$ cat src/rtl/velocidade_pkg.sv
// Shared types and segment constants for the speed readout.
// Segment bit order is {a,b,c,d,e,f,g}, MSB = a, active-high.
package velocidade_pkg;

  typedef logic [6:0] seg_t;

  typedef enum logic [0:0] {
    OCIOSO,
    CONVERTE
  } estado_t;

  localparam seg_t SEG_BLANK = 7'b0000000;
  localparam seg_t SEG_TRACO = 7'b0000001;

  localparam seg_t SEG_DIG [0:9] = '{
    7'b1111110,  // 0
    7'b0110000,  // 1
    7'b1101101,  // 2
    7'b1111001,  // 3
    7'b0110011,  // 4
    7'b1011011,  // 5
    7'b1011111,  // 6
    7'b1110000,  // 7
    7'b1111111,  // 8
    7'b1111011   // 9
  };

  // BCD digits needed to hold any VEL_W-bit value, plus one spare above the display so that
  // overflow is simply "some digit above the display is non-zero".
  function automatic int unsigned bcd_digitos(input int unsigned vel_w,
                                              input int unsigned digits);
    int unsigned n;
    n = (vel_w + 2) / 3;
    if (digits > n) n = digits;
    return n + 1;
  endfunction

  function automatic seg_t seg_de_bcd(input logic [3:0] d);
    seg_t s;
    s = SEG_BLANK;
    if (d <= 4'd9) s = SEG_DIG[d];
    return s;
  endfunction

endpackage

$ cat src/rtl/velocidade_display_scan_bcd.sv
// Sequential double-dabble: one shift/add-3 step per cycle, VEL_W steps, then one commit cycle.
// A start while converting restarts with the new value and discards the partial result.
module bin_para_bcd
  import velocidade_pkg::*;
#(
  parameter int unsigned VEL_W  = 4,
  parameter int unsigned DIGITS = 2
) (
  input  logic                                        clock,
  input  logic                                        reset,
  input  logic                                        start,
  input  logic [VEL_W-1:0]                            valor,
  output logic                                        ocupado,
  output logic                                        pronto,
  output logic [4*bcd_digitos(VEL_W, DIGITS)-1:0]     bcd
);

  localparam int unsigned BCD_N = bcd_digitos(VEL_W, DIGITS);
  localparam int unsigned BCD_W = 4 * BCD_N;
  localparam int unsigned CNT_W = $clog2(VEL_W + 1);

  estado_t          estado_q, estado_d;
  logic [VEL_W-1:0] desloc_q, desloc_d;
  logic [BCD_W-1:0] bcd_q, bcd_d, ajustado;
  logic [CNT_W-1:0] passo_q, passo_d;
  logic             ocupado_q, ocupado_d;
  logic             commit;

  always_comb begin
    ajustado = bcd_q;
    for (int i = 0; i < int'(BCD_N); i++) begin
      if (bcd_q[4*i +: 4] >= 4'd5) ajustado[4*i +: 4] = bcd_q[4*i +: 4] + 4'd3;
    end

    estado_d = estado_q;
    desloc_d = desloc_q;
    bcd_d    = bcd_q;
    passo_d  = passo_q;
    commit   = 1'b0;

    case (estado_q)
      OCIOSO: begin
        if (start) begin
          desloc_d = valor;
          bcd_d    = '0;
          passo_d  = '0;
          estado_d = CONVERTE;
        end
      end
      CONVERTE: begin
        if (start) begin
          desloc_d = valor;
          bcd_d    = '0;
          passo_d  = '0;
        end else if (passo_q == CNT_W'(VEL_W)) begin
          commit   = 1'b1;
          estado_d = OCIOSO;
        end else begin
          bcd_d    = {ajustado[BCD_W-2:0], desloc_q[VEL_W-1]};
          desloc_d = desloc_q << 1;
          passo_d  = passo_q + 1'b1;
        end
      end
      default: estado_d = OCIOSO;
    endcase

    // Busy rises the cycle after the load strobe and stays up across restarts.
    ocupado_d = (estado_q == CONVERTE) && !commit;
  end

  always_ff @(posedge clock or posedge reset) begin
    if (reset) begin
      estado_q  <= OCIOSO;
      desloc_q  <= '0;
      bcd_q     <= '0;
      passo_q   <= '0;
      ocupado_q <= 1'b0;
    end else begin
      estado_q  <= estado_d;
      desloc_q  <= desloc_d;
      bcd_q     <= bcd_d;
      passo_q   <= passo_d;
      ocupado_q <= ocupado_d;
    end
  end

  assign ocupado = ocupado_q;
  assign pronto  = commit;
  assign bcd     = bcd_q;

endmodule

$ cat src/rtl/velocidade_display_scan.sv
// Multiplexed seven-segment speed display: BCD conversion, blanking, overflow dash and scan.
// Optional VEL_BLINK_EN: blink the digit selects for BLINK_ROUNDS rounds after a changed value.
module velocidade_display_scan
  import velocidade_pkg::*;
#(
  parameter int unsigned VEL_W        = 4,
  parameter int unsigned DIGITS       = 2,
  parameter int unsigned SCAN_DIV     = 50000,
  parameter int unsigned ACTIVE_LOW   = 1,
  parameter int unsigned BLINK_ROUNDS = 8
) (
  input  logic              clock,
  input  logic              reset,
  input  logic [VEL_W-1:0]  velocidade,
  input  logic              vel_valida,
  output logic              ocupado,
  output logic [6:0]        seg,
  output logic [DIGITS-1:0] anodo
);

  localparam int unsigned BCD_N = bcd_digitos(VEL_W, DIGITS);
  localparam int unsigned PRE_W = (SCAN_DIV > 1) ? $clog2(SCAN_DIV) : 1;
  localparam int unsigned IDX_W = (DIGITS > 1) ? $clog2(DIGITS) : 1;

  localparam logic [DIGITS-1:0] UM         = DIGITS'(1);
  localparam logic [DIGITS-1:0] ANODO_RST  = (ACTIVE_LOW != 0) ? ~UM : UM;
  localparam seg_t              SEG_RST    = (ACTIVE_LOW != 0) ? ~SEG_DIG[0] : SEG_DIG[0];

  logic               pronto;
  logic [4*BCD_N-1:0] bcd;

  bin_para_bcd #(
    .VEL_W  (VEL_W),
    .DIGITS (DIGITS)
  ) u_bcd (
    .clock   (clock),
    .reset   (reset),
    .start   (vel_valida),
    .valor   (velocidade),
    .ocupado (ocupado),
    .pronto  (pronto),
    .bcd     (bcd)
  );

  seg_t              dig_q [DIGITS];
  seg_t              dig_d [DIGITS];
  seg_t              novo  [DIGITS];
  logic              overflow;
  logic              acima;
  logic [PRE_W-1:0]  pre_q, pre_d;
  logic [IDX_W-1:0]  idx_q, idx_d;
  logic              fim_pre;
  logic              apagar;
  seg_t              seg_d, seg_q;
  logic [DIGITS-1:0] anodo_d, anodo_q;

  // Commit patterns: dash on overflow, otherwise blank digits above the top non-zero one.
  always_comb begin
    overflow = |bcd[4*BCD_N-1:4*DIGITS];
    acima    = 1'b0;
    for (int i = int'(DIGITS) - 1; i >= 0; i--) begin
      if (overflow) begin
        novo[i] = SEG_TRACO;
      end else if (i == 0 || acima || bcd[4*i +: 4] != 4'd0) begin
        novo[i] = seg_de_bcd(bcd[4*i +: 4]);
      end else begin
        novo[i] = SEG_BLANK;
      end
      acima = acima | (bcd[4*i +: 4] != 4'd0);
    end
    dig_d = dig_q;
    if (pronto) dig_d = novo;
  end

  always_comb begin
    fim_pre = (pre_q == PRE_W'(SCAN_DIV - 1));
    pre_d   = fim_pre ? '0 : pre_q + 1'b1;
    idx_d   = idx_q;
    if (fim_pre) idx_d = (idx_q == IDX_W'(DIGITS - 1)) ? '0 : idx_q + 1'b1;
    // Outputs are built from next-state values so seg and anodo switch together with the index.
    seg_d   = dig_d[idx_d];
    anodo_d = apagar ? '0 : (UM << idx_d);
  end

`ifdef VEL_BLINK_EN
  localparam int unsigned ROD_W = $clog2(BLINK_ROUNDS + 1);

  logic [ROD_W-1:0]   rodada_q, rodada_d;
  logic [4*BCD_N-1:0] ultimo_q;
  logic               fim_rodada;

  assign fim_rodada = fim_pre && (idx_q == IDX_W'(DIGITS - 1));

  // Round counter saturates at BLINK_ROUNDS, which means "not blinking".
  always_comb begin
    rodada_d = rodada_q;
    if (pronto && (bcd != ultimo_q)) begin
      rodada_d = '0;
    end else if (fim_rodada && (rodada_q < ROD_W'(BLINK_ROUNDS))) begin
      rodada_d = rodada_q + 1'b1;
    end
    apagar = (rodada_d < ROD_W'(BLINK_ROUNDS)) && rodada_d[0];
  end

  always_ff @(posedge clock or posedge reset) begin
    if (reset) begin
      rodada_q <= ROD_W'(BLINK_ROUNDS);
      ultimo_q <= '0;
    end else begin
      rodada_q <= rodada_d;
      if (pronto) ultimo_q <= bcd;
    end
  end
`else
  assign apagar = 1'b0;
`endif

  always_ff @(posedge clock or posedge reset) begin
    if (reset) begin
      for (int i = 0; i < int'(DIGITS); i++) dig_q[i] <= (i == 0) ? SEG_DIG[0] : SEG_BLANK;
      pre_q   <= '0;
      idx_q   <= '0;
      seg_q   <= SEG_RST;
      anodo_q <= ANODO_RST;
    end else begin
      dig_q   <= dig_d;
      pre_q   <= pre_d;
      idx_q   <= idx_d;
      seg_q   <= (ACTIVE_LOW != 0) ? ~seg_d : seg_d;
      anodo_q <= (ACTIVE_LOW != 0) ? ~anodo_d : anodo_d;
    end
  end

  assign seg   = seg_q;
  assign anodo = anodo_q;

endmodule

$ cat config.mk
export PLATFORM = sky130hd
export DESIGN_NAME = velocidade_display_scan
export DESIGN_NICKNAME = d
export VERILOG_FILES = /design/src/rtl/velocidade_pkg.sv /design/src/rtl/velocidade_display_scan_bcd.sv /design/src/rtl/velocidade_display_scan.sv
export SDC_FILE = /design/constraint.sdc
export NUM_CORES = 1
export LEC_CHECK = 0
export BUFFER_PORTS_ARGS = -buffer_cell sky130_fd_sc_hd__buf_2
export CAP_MARGIN = 5
export CORE_ASPECT_RATIO = 1.25
export CORE_MARGIN = 8
export CORE_UTILIZATION = 51
export DETAILED_ROUTE_END_ITERATION = 10
export HOLD_SLACK_MARGIN = 0.12
export PLACE_DENSITY = 0.71
export SLEW_MARGIN = 0
export SYNTH_ARGS = -nofsm -noshare
export SYNTH_HDL_FRONTEND = slang
export SYNTH_SLANG_ARGS = --single-unit
$ cat constraint.sdc
create_clock -name clock -period 2.5 [get_ports clock]
set_input_delay 0.5 -clock clock [delete_from_list [all_inputs] [get_ports clock]]
set_output_delay 0.5 -clock clock [all_outputs]
set_load 0.01 [all_outputs]
## Word level (Yosys, flattened, before mapping)

Memories as Yosys holds them, arrays and structs flattened.
Index checks and enable logic that the tools add are counted.

- Add/subtract/negate cells: 6
- Magnitude comparators: 8
- Equality and inequality tests: 4
- Shift operators: 1
- Muxes and demuxes: 38
- Bitwise gates (word level): 6
- Reductions and logical operators: 5

Operator list:

| operator | number |
|---|---|
| 2-to-1 mux 7 bit | 12 |
| 2-to-1 mux 12 bit | 3 |
| case mux 12 bit (2 select lines) | 1 |
| 2-to-1 mux 4 bit | 5 |
| adder 16 x 1 -> 16 bit, second input constant | 1 |
| == test 16 bit, second input constant | 1 |
| 2-to-1 mux 16 bit | 1 |
| 2-to-1 mux 14 bit | 1 |
| greater-or-equal comparator 4 x 3 -> 1 bit, second input constant | 3 |
| 2-to-1 mux 3 bit | 4 |
| greater-or-equal comparator 5 bit, second input constant | 2 |
| NOT 4 -> 5 bit | 2 |
| adder 4 x 2 -> 4 bit, second input constant | 2 |
| less-or-equal comparator 4 bit, second input constant | 2 |
| 2-to-1 mux 1 bit | 8 |
| case mux 4 bit (2 select lines) | 1 |
| NOT 7 bit | 1 |
| case mux 3 bit (2 select lines) | 1 |
| nonzero test 4 bit | 1 |
| OR reduction 4 bit | 1 |
| adder 3 x 1 -> 3 bit, second input constant | 1 |
| adder 3 x 2 -> 3 bit, second input constant | 1 |
| == test 3 bit, second input constant | 1 |
| != test 3 bit, second input constant | 1 |
| 11 further kinds | 11 |

- Bits in registers: 61
- Bits in read-only memories: 224
- Input bits: 7
- Output and inout port bits: 10
- Logic and storage cells: 81
- Memories kept: 2

Memory list:

| memory | depth | bits a word | rd ports | clocked after Yosys merged registers in | write ports | RTL line | text |
|---|---|---|---|---|---|---|---|
| (no name shown) | 16 | 7 | 1 | 0 | 0 | velocidade_pkg.sv:41 | `if (d <= 4'd9) s = SEG_DIG[d];` |
| (no name shown) | 16 | 7 | 1 | 0 | 0 | velocidade_pkg.sv:41 |  |

## Longest topological paths before layout

Gate-level depths: netlist (run 1).

- Word-level depth: 12
- Mapped depth: 10
- Mapped depth without buffers: 9

## By module

From an unflattened synthesis (run 1), not the netlist that was laid out.

- Cells, all modules: 322
- Area, all modules: 3269.4 µm²

By module, submodules not included:

| module | instances | cells each | area an instance (µm²) | sequential area each (µm²) |
|---|---|---|---|---|
| velocidade_display_scan | 1 | 184 | 2019.4 | 985.9 |
| bin_para_bcd | 1 | 138 | 1249.9 | 525.5 |

## Least setup slack after synthesis (run 1)

Ideal clock, no wire load.

- Kind: register -> register
- Start: register pre_q[0]
- End: register seg_q[0], in the netlist seg[0]
- Library setup time: 75 ps
- Data arrival time: 1746 ps
- Slack: 679 ps
- Cell stages (with the launch flop): 7
- Path buffers: 0
- Period minus slack after synthesis: 1821 ps
- Cells stage by stage: dfrtp_1 -> ha_1 -> nand3_1 -> or4_4 -> nor2_8 -> xnor2_4 -> mux2i_1

- Word-level cells in the longest chain between the ends: 7

RTL lines:

| what | RTL line | text |
|---|---|---|
| from (decl) | velocidade_display_scan.sv:50 | `logic [PRE_W-1:0] pre_q, pre_d;` |
| from (signal assigned) | velocidade_display_scan.sv:127 | `pre_q <= pre_d;` |
| == test 16 bit | velocidade_display_scan.sv:76 | `fim_pre = (pre_q == PRE_W'(SCAN_DIV - 1));` |
| 2-to-1 mux 1 bit | velocidade_display_scan.sv:79 | `if (fim_pre) idx_d = (idx_q == IDX_W'(DIGITS - 1)) ? '0 : idx_q + 1'b1;` |
| NOT 1 -> 2 bit (not written as such) | velocidade_display_scan.sv:81 | `seg_d = dig_d[idx_d];` |
| 2-to-1 mux 7 bit (not written as such) (3 in a row) | velocidade_display_scan.sv:81 |  |
| NOT 7 bit | velocidade_display_scan.sv:129 | `seg_q <= (ACTIVE_LOW != 0) ? ~seg_d : seg_d;` |
| to (signal assigned) | velocidade_display_scan.sv:129 |  |
| to (decl) | velocidade_display_scan.sv:54 | `seg_t seg_d, seg_q;` |

Every way passes these cells. The select of a mux whose other input is x is not followed.
A chain may end at the register's enable or synchronous reset.

## Worst setup path after layout (run 1)

- Start: register u_bcd.bcd_q[4], in the netlist u_bcd.bcd[4]
- End: register seg_q[3], in the netlist seg[3]

- Word-level cells in the longest chain between the ends: 12
- Elaborated cells on any way between the ends: 14
- Those cells by class: 1 x order compare; 9 x mux; 2 x bitwise; 1 x reduce/logical; 1 x memory

RTL lines:

| what | RTL line | text |
|---|---|---|
| from (decl) | velocidade_display_scan_bcd.sv:24 | `logic [BCD_W-1:0] bcd_q, bcd_d, ajustado;` |
| from (signal assigned) | velocidade_display_scan_bcd.sv:75 | `bcd_q <= '0;` |
| from (signal assigned) | velocidade_display_scan_bcd.sv:81 | `bcd_q <= bcd_d;` |
| NOT 4 -> 5 bit (not written as such) | velocidade_pkg.sv:41 |  |
| memory (16 x 7 bit) | n/a |  |
| 2-to-1 mux 7 bit (not written as such) (2 in a row) | velocidade_pkg.sv:41 |  |
| 2-to-1 mux 7 bit | velocidade_pkg.sv:41 |  |
| 2-to-1 mux 7 bit * | velocidade_display_scan.sv:64 | `end else if (i == 0 \|\| acima \|\| bcd[4*i +: 4] != 4'd0) begin` |
| 2-to-1 mux 7 bit * | velocidade_display_scan.sv:62 | `if (overflow) begin` |
| 2-to-1 mux 14 bit * | velocidade_display_scan.sv:72 | `if (pronto) dig_d = novo;` |
| 2-to-1 mux 7 bit (not written as such) * (3 in a row) | velocidade_display_scan.sv:81 |  |
| NOT 7 bit * | velocidade_display_scan.sv:129 |  |

Mark *: on every way between the ends. The rest lies on a longest branch, timed or not. The select of a mux whose other input is x is not followed.

==> qor.tcl, run 1 <==
set qor(fin_cells) 380
set qor(grt_max_degree) 38
set qor(maximum_fanout_along_the_worst_path) 6
set qor(unrepaired_setup_endpoints_after_global_routing) {false}
set qor(synthesis.instances) 290
set qor(post_cts_hold_buffer_count) 0
set qor(worstSkewPairLatency_ps) 340
set qor(remaining_drc_errors) 0
set qor(top_cell_type_s_share_of_synthesized_area_pct) 43.53
set qor(post-route-period-util_pct) 83.62
set qor(die_x_um) 84.48
set qor(clock_skew_ps) 10.95
set qor(met3WireLength_um) 178
set qor(number_of_buffer_cells_added_on_primary_ports) 16
set qor(grt_pass1_vias) 2017
set qor(status) {finished clean}
set qor(yosys.cell_count.top_type) {sky130_fd_sc_hd__dfrtp_1}
set qor(cts-buffers-inserted) 9
set qor(initial_core_util_pct) 52.07
set qor(tritoncts_clock_tree) {built}
set qor(area_overhead_vs_synth_pct) 11.80
set qor(antenna_left) 0
set qor(worst-slew-pin-transition_ps) 582.1
set qor(final_hold_viols) 0
set qor(end_kind) {register}
set qor(critical_path_required_ps) 2710
set qor(place.detailed.instances) 365
set qor(filler_cell_count) 496
set qor(cts_buffer_depth) 2
set qor(final.setup.tns_ps) 0
set qor(antenna_violations_before_repair) 0
set qor(min_path_type) {in -> async}
set qor(place_congestion) 0.8118
set qor(netlist_top_cells_count) {52 x sky130_fd_sc_hd__dfrtp_1, 37 x sky130_fd_sc_hd__nand2_1, 25 x sky130_fd_sc_hd__nor2_1}
set qor(clk_root_buffer_cell) {sky130_fd_sc_hd__clkbuf_8}
set qor(final_layout_size_suffix_gt1_share_pct) 16.24
set qor(dpl.hpwl_um) 3874
set qor(detailedRoute.firstIterationViolations) 110
set qor(num-nets-final) 333
set qor(crit_path_start_kind) {register}
set qor(chipHeight_um) 101.6
set qor(route.top_layer_used) {met4}
set qor(seqCellArea_sq_um) 1511
set qor(setup_violations) 0
set qor(clk_pin_slew_ps) 70
set qor(layout_min_cycle_time_ps) 2090
set qor(std_cell_rows) 31
set qor(grt_pass1_wl_um) 9646
set qor(power_leakage_uw) 0.001554
set qor(synth_top_cell_by_area) {sky130_fd_sc_hd__dfrtp_1}
set qor(met2_wirelength_um) 2650
set qor(netlist-cell-type-count) 46
set qor(io-pin-count) 17
set qor(drt_wl_total_um) 5496
set qor(clock-sinks) 60
set qor(multi_input_comb_area_sq_um) 1383
set qor(synth_async_sr_flop_share_pct) 100.0
set qor(final_core_util_pct) 58.22
set qor(report.final.slew_viol_count) 0
set qor(globalRouteTotalUtil_pct) 14.29
set qor(timing_worst_setup_path_type) {reg -> reg}
set qor(postSynthNetCount) 313
set qor(viasPerCell) 5.542
set qor(drtPass1Iterations) 4
set qor(timing.fmax_mhz) 478.4
set qor(p_per_area_nw_per_um2) 751.9
set qor(synth_sequential_area_ratio_pct) 50.57
set qor(timing.slew.headroom_pct) 60.83
set qor(vdd_ir_drop_max_mv) 0.3591
set qor(main_flop_type_after_synthesis) {sky130_fd_sc_hd__dfrtp_1}
set qor(post_synth_instance_area_sq_um) 2989
set qor(antenna-diode-count) 0
set qor(synth-edff-count) 0
set qor(htree_levels) 3
set qor(yosys-top-cells-area) {sky130_fd_sc_hd__dfrtp_1 44%, sky130_fd_sc_hd__dfstp_2 7.0%, sky130_fd_sc_hd__ha_1 6.7%}
set qor(post_cts_buffers) 0
set qor(critical_path_arrival_ps) 2300
set qor(die-area_sq_um) 8582
set qor(vias) 2106
set qor(number_of_synthesis_warnings) 0
set qor(ys_seq_elements) 60
set qor(wl_met1_um) 2566
set qor(cts_resized) 0
set qor(global_route.overflow_total) 0
set qor(synthesis.area_per_instance_sq_um) 10.31
set qor(core_area_sq_um) 5741
set qor(routed_wire_length_per_instance_um) 14.46
set qor(maximum_capacitance_violations) 0
==> worst max-delay path, cell delays in order, from the launching register on <==
cell and delay, ps:
sky130_fd_sc_hd__dfrtp_1 430, sky130_fd_sc_hd__inv_1 180, sky130_fd_sc_hd__ha_1 300, sky130_fd_sc_hd__o21bai_1 110, sky130_fd_sc_hd__a221oi_2 400, sky130_fd_sc_hd__o21ai_0 160
sky130_fd_sc_hd__o21ai_0 250, sky130_fd_sc_hd__mux2i_1 110
==> final cells by class <==
type	instances	area share (%)
Tap cell	66	2.471
Timing Repair Buffer	20	3.669
Clock inverter	2	1.048
Multi-Input combinational cell	206	41.37
Inverter	13	1.460
Sequential cell	60	45.23
Clock buffer	13	4.755
==> final timing paths <==
path                            slack (ps)           from  depth (start not counted)                end
max in group asynchronous             1650          reset                          3           dig_q[8]
worst min-delay path                   190          reset                          2  u_bcd.desloc_q[1]
worst min register to register         480       register                          2           register
min in group clock                     360  velocidade[1]                          3  u_bcd.desloc_q[1]
worst max-delay path                   410   u_bcd.bcd[4]                          7             seg[3]
worst max register to register         410   u_bcd.bcd[4]                          7             seg[3]
==> cell families after synthesis <==
family	share of synthesized area [%]
xor gates and xnor gates	5.902
AOI/OAI and AO/OA	13.65
and+or+nand+nor	16.95
muxes	3.056
buffers and inverters	3.181
adders and majority gates	6.697
DFF	50.57
==> layout by cell type (no fill, tap or decap), types with 4 or more instances in the layout <==
| master | n |
|---|---|
| sky130_fd_sc_hd__xor2_1 | 7 |
| sky130_fd_sc_hd__xnor2_1 | 10 |
| sky130_fd_sc_hd__mux2i_1 | 8 |
| sky130_fd_sc_hd__nand2b_1 | 6 |
| sky130_fd_sc_hd__nand3_1 | 9 |
| sky130_fd_sc_hd__dfstp_2 | 8 |
| sky130_fd_sc_hd__dfrtp_1 | 52 |
| sky130_fd_sc_hd__inv_1 | 12 |
| sky130_fd_sc_hd__buf_2 | 16 |
| sky130_fd_sc_hd__ha_1 | 16 |
| sky130_fd_sc_hd__o21ai_0 | 17 |
| sky130_fd_sc_hd__nor2_1 | 25 |
| sky130_fd_sc_hd__nor3b_1 | 4 |
| sky130_fd_sc_hd__clkbuf_8 | 11 |
| sky130_fd_sc_hd__a21oi_1 | 12 |
| sky130_fd_sc_hd__nand2_1 | 37 |
| sky130_fd_sc_hd__o31ai_1 | 10 |
| sky130_fd_sc_hd__o22ai_1 | 5 |
==> metal layers <==
metal | up-vias | track usage [%]
met3 | 10 | 4.627
met1 | 1024 | 17.27
met2 | 28 | 22.30
met4 | 0 | 7.555
li1 | 1044 | -
met5 | - | 0
==> stage by stage <==
step	worst slack, ps	hold WS (ps)	area, sq um	power, uW
2_1_floorplan	528.5	440.1	2989	1516
3_3_place_gp	474.9	462.3	3148	1652
3_5_place_dp	422.7	475.0	3148	1662
4_1_cts	415.5	217.3	3342	2539
5_1_grt	244.1	237.3	3342	2650
6_report	409.5	194.9	3342	2513
==> where the power goes <==
part	internal, uW	switching, uW	leakage (uW)
Sequential	1160	64.3	0.000752
Clock	509	369	0.0000995
Combinational	170	244	0.000703
Total	1840	677	0.00155
No activity file was read; power rests on OpenSTA's default activity.
==> inputs of run 2 (changes only) <==
--- a/config.mk
+++ b/config.mk
@@ -12,7 +12,7 @@
 export CORE_UTILIZATION = 51
 export DETAILED_ROUTE_END_ITERATION = 10
 export HOLD_SLACK_MARGIN = 0.12
-export PLACE_DENSITY = 0.71
+export PLACE_DENSITY = 0.73
 export SLEW_MARGIN = 0
 export SYNTH_ARGS = -nofsm -noshare
 export SYNTH_HDL_FRONTEND = slang
==> constraint.sdc (replaced) <==
create_clock -name clock -period 1.91 [get_ports clock]
set_input_delay 0.382 -clock clock [delete_from_list [all_inputs] [get_ports clock]]
set_output_delay 0.382 -clock clock [all_outputs]
set_load 0.01 [all_outputs]
==> run 2 against run 1 <==
Compared with the run above: non-clock buffer count grew 23; via count grew 3.4%; highest routed layer unchanged; sequential cell count is the same.
==> qor.tcl, run 2 (synthesis gave the netlist of run 1 again) <==
set qor(status) {finished clean}
set qor(antenna_left) 0 ;# unchanged
set qor(worst_r2r_path_depth) 6 ;# -1
set qor(layout_min_cycle_time_ps) 1852 ;# -238.7 ps
set qor(number_of_buffer_cells_added_on_primary_ports) 16 ;# unchanged
set qor(area_overhead_vs_synth_pct) 20.13
set qor(final_core_util_pct) 62.55 ;# +4.3 points
set qor(antenna_violations_before_repair) 0 ;# unchanged
set qor(hold_path_startpoint) {velocidade[1]}
set qor(worst_hold_path.num_cells) 3
set qor(critPathSlowestCell) {sky130_fd_sc_hd__or4_4}
set qor(crit_path_start_kind) {register}
set qor(timing.critical_path.max_delay_family) {simple AND/OR/NAND/NOR gates}
set qor(grt_pass1_vias) 2215 ;# +9.8%
set qor(remaining_drc_errors) 0 ;# unchanged
set qor(detailedRoute.firstIterationViolations) 73 ;# -34%
set qor(timing_worst_setup_path_type) {reg -> reg}
set qor(clk_root_buffer_cell) {sky130_fd_sc_hd__clkbuf_8}
set qor(report.final.slew_viol_count) 0 ;# unchanged
set qor(chipHeight_um) 101.6 ;# unchanged
set qor(tritoncts_clock_tree) {built}
set qor(grt_pass1_wl_um) 10090 ;# +4.6%
set qor(grt_max_degree) 29 ;# -24%
set qor(drt_wl_total_um) 5707 ;# +3.8%
set qor(core_area_sq_um) 5741 ;# unchanged
set qor(crit_chain) {ha_4 > nand3_2 > or4_4 > nor2_8 > xnor2_4 > mux2i_1}
set qor(r2r-start) {pre_q[1]}
set qor(critical_path_arrival_ps) 2100 ;# -200 ps
set qor(cts-buffers-inserted) 9 ;# unchanged
set qor(hold-worst-slack_ps) 248.0 ;# +53.09 ps
set qor(critical_path_required_ps) 2160 ;# -550 ps
set qor(maximum_fanout_along_the_worst_path) 5 ;# -1
set qor(min_path_type) {in -> reg}
set qor(p_per_area_nw_per_um2) 936.8 ;# +25%
set qor(vdd_ir_drop_max_mv) 0.4847 ;# +35%
set qor(post-route-period-util_pct) 96.95 ;# +13 points
set qor(clock-sinks) 60 ;# unchanged
set qor(worst_path_largest_cell_delay_ps) 470 ;# +40 ps
set qor(end_kind) {register}
set qor(r2r_end) {seg[1]}
set qor(mostFrequentLayoutCell) {sky130_fd_sc_hd__dfrtp_1}
set qor(filler_cell_count) 472 ;# -4.8%
set qor(critical_path_buf_inv_count) 0 ;# -1
set qor(ff2ff_setup_slack_ps) 60 ;# -350 ps
set qor(setup_violations) 0 ;# unchanged
set qor(num-nets-final) 357 ;# +7.2%
set qor(cts_buffer_depth) 2 ;# unchanged
set qor(htree_levels) 3 ;# unchanged
set qor(vias) 2178 ;# +3.4%
set qor(die_x_um) 84.48 ;# unchanged
set qor(final_hold_viols) 0 ;# unchanged
set qor(final_cell_mix) {52 x sky130_fd_sc_hd__dfrtp_1, 37 x sky130_fd_sc_hd__nand2_1, 25 x sky130_fd_sc_hd__nor2_1, 25 x sky130_fd_sc_hd__buf_4, 16 x sky130_fd_sc_hd__buf_2}
set qor(worstSkewPairLatency_ps) 340 ;# about the same
set qor(viasPerCell) 5.378 ;# -3.0%
set qor(globalRouteTotalUtil_pct) 14.97 ;# +0.68 points
set qor(min_to) {u_bcd.desloc_q[1]}
set qor(final_layout_size_suffix_gt1_share_pct) 24.19 ;# +7.9 points
set qor(die-area_sq_um) 8582 ;# unchanged
set qor(routed_wire_length_per_instance_um) 14.09 ;# -2.6%
set qor(worst-slew-pin-transition_ps) 516.8 ;# -65.27 ps
set qor(place_congestion) 0.8590 ;# +5.8%
set qor(antenna-diode-count) 0 ;# unchanged
set qor(std_cell_rows) 31 ;# unchanged
set qor(drtPass1Iterations) 4 ;# unchanged
set qor(io-pin-count) 17 ;# unchanged
set qor(global_route.overflow_total) 0 ;# unchanged
set qor(initial_core_util_pct) 52.07 ;# unchanged
set qor(timing.fmax_mhz) 540.0 ;# +13%
set qor(timing.slew.headroom_pct) 65.49 ;# +4.7 points
set qor(clock_skew_ps) 5.992 ;# -4.961 ps
set qor(startpoint) {pre_q[1]}
set qor(clk_pin_slew_ps) 60 ;# about the same
set qor(power_leakage_uw) 0.001680 ;# +8.0%
set qor(dpl.hpwl_um) 4171 ;# +7.7%
set qor(maximum_capacitance_violations) 0 ;# unchanged
[run 2: changes by cell type in the layout (fill, tap and decap cells not counted), moves of 2 or more]
cell and delta:
sky130_fd_sc_hd__o21ai_1 +4, sky130_fd_sc_hd__o21ai_0 -4, sky130_fd_sc_hd__nand3_1 -2, sky130_fd_sc_hd__o31ai_2 +3, sky130_fd_sc_hd__nand3_2 +2, sky130_fd_sc_hd__o31ai_1 -3
sky130_fd_sc_hd__buf_4 +22
[run 2: stage by stage]
stage	setup TNS, ps	total power, uW	cells	worst slack [ps]	instance area, sq um
final	0	3364	405	58.27	3591
after detailed placement	-11.97	2218	386	-11.97	3306
after CTS	0	3376	404	2.803	3546
after global placement	0	2202	386	40.51	3306
after global routing	-6.432	3560	405	-6.432	3591
after floorplan	0	1984	290	56.55	2989
[run 2: metal layers]
| metal | GRT usage, % | routed length [um] | up-vias |
|---|---|---|---|
| met5 | 0 | 0 | - |
| met3 | 3.896 | 236 | 9 |
| met4 | 9.341 | 92 | 0 |
| li1 | - | - | 1096 |
| met2 | 23.82 | 2809 | 31 |
| met1 | 17.78 | 2569 | 1042 |
[run 2: area by class of cell]
class	count	area, sq um	share of cell area (%)
inverter	13	48.80	1.359
clock buffer	12	155.1	4.321
timing repair buffer	43	297.8	8.293
multi-input combinational	207	1448	40.31
tap	66	82.58	2.300
sequential	60	1511	42.09
clock inverter	4	47.55	1.324
[run 2: power breakdown]
group          internal [uW]  switching [uW]
Sequential              1520            73.5
Combinational            265             358
Clock                    669             482
Total                   2450             914
[run 2: timing repair]
| action | in CTS | in global routing |
|---|---|---|
| endpoints found under the setup margin | 4 | 7 |
| gates resized for setup | 1 | 11 |
| gates cloned | 1 | 0 |
| hold endpoints to repair | 15 | 0 |
| buffers inserted | 0 | 1 |
| hold buffers | 1 | 0 |
| pin swaps | 2 | 2 |
[run 2: worst max path at each step]
| stage | end | slack [ps] | cells past startpoint |
|---|---|---|---|
| 2_1_floorplan | async pin | 60 | 1 |
| 3_3_place_gp | seg[3] | 40 | 7 |
| 3_5_place_dp | seg[1] | -10 | 6 |
| 4_1_cts | seg[1] | 3 | 6 |
| 5_1_grt | seg[1] | -6 | 6 |
| 6_report | seg[1] | 60 | 6 |
[run 2: worst min-delay path: stages]
cell                      delay (ps)
sky130_fd_sc_hd__buf_2            70
sky130_fd_sc_hd__nand2_1          40
sky130_fd_sc_hd__o31ai_1          50
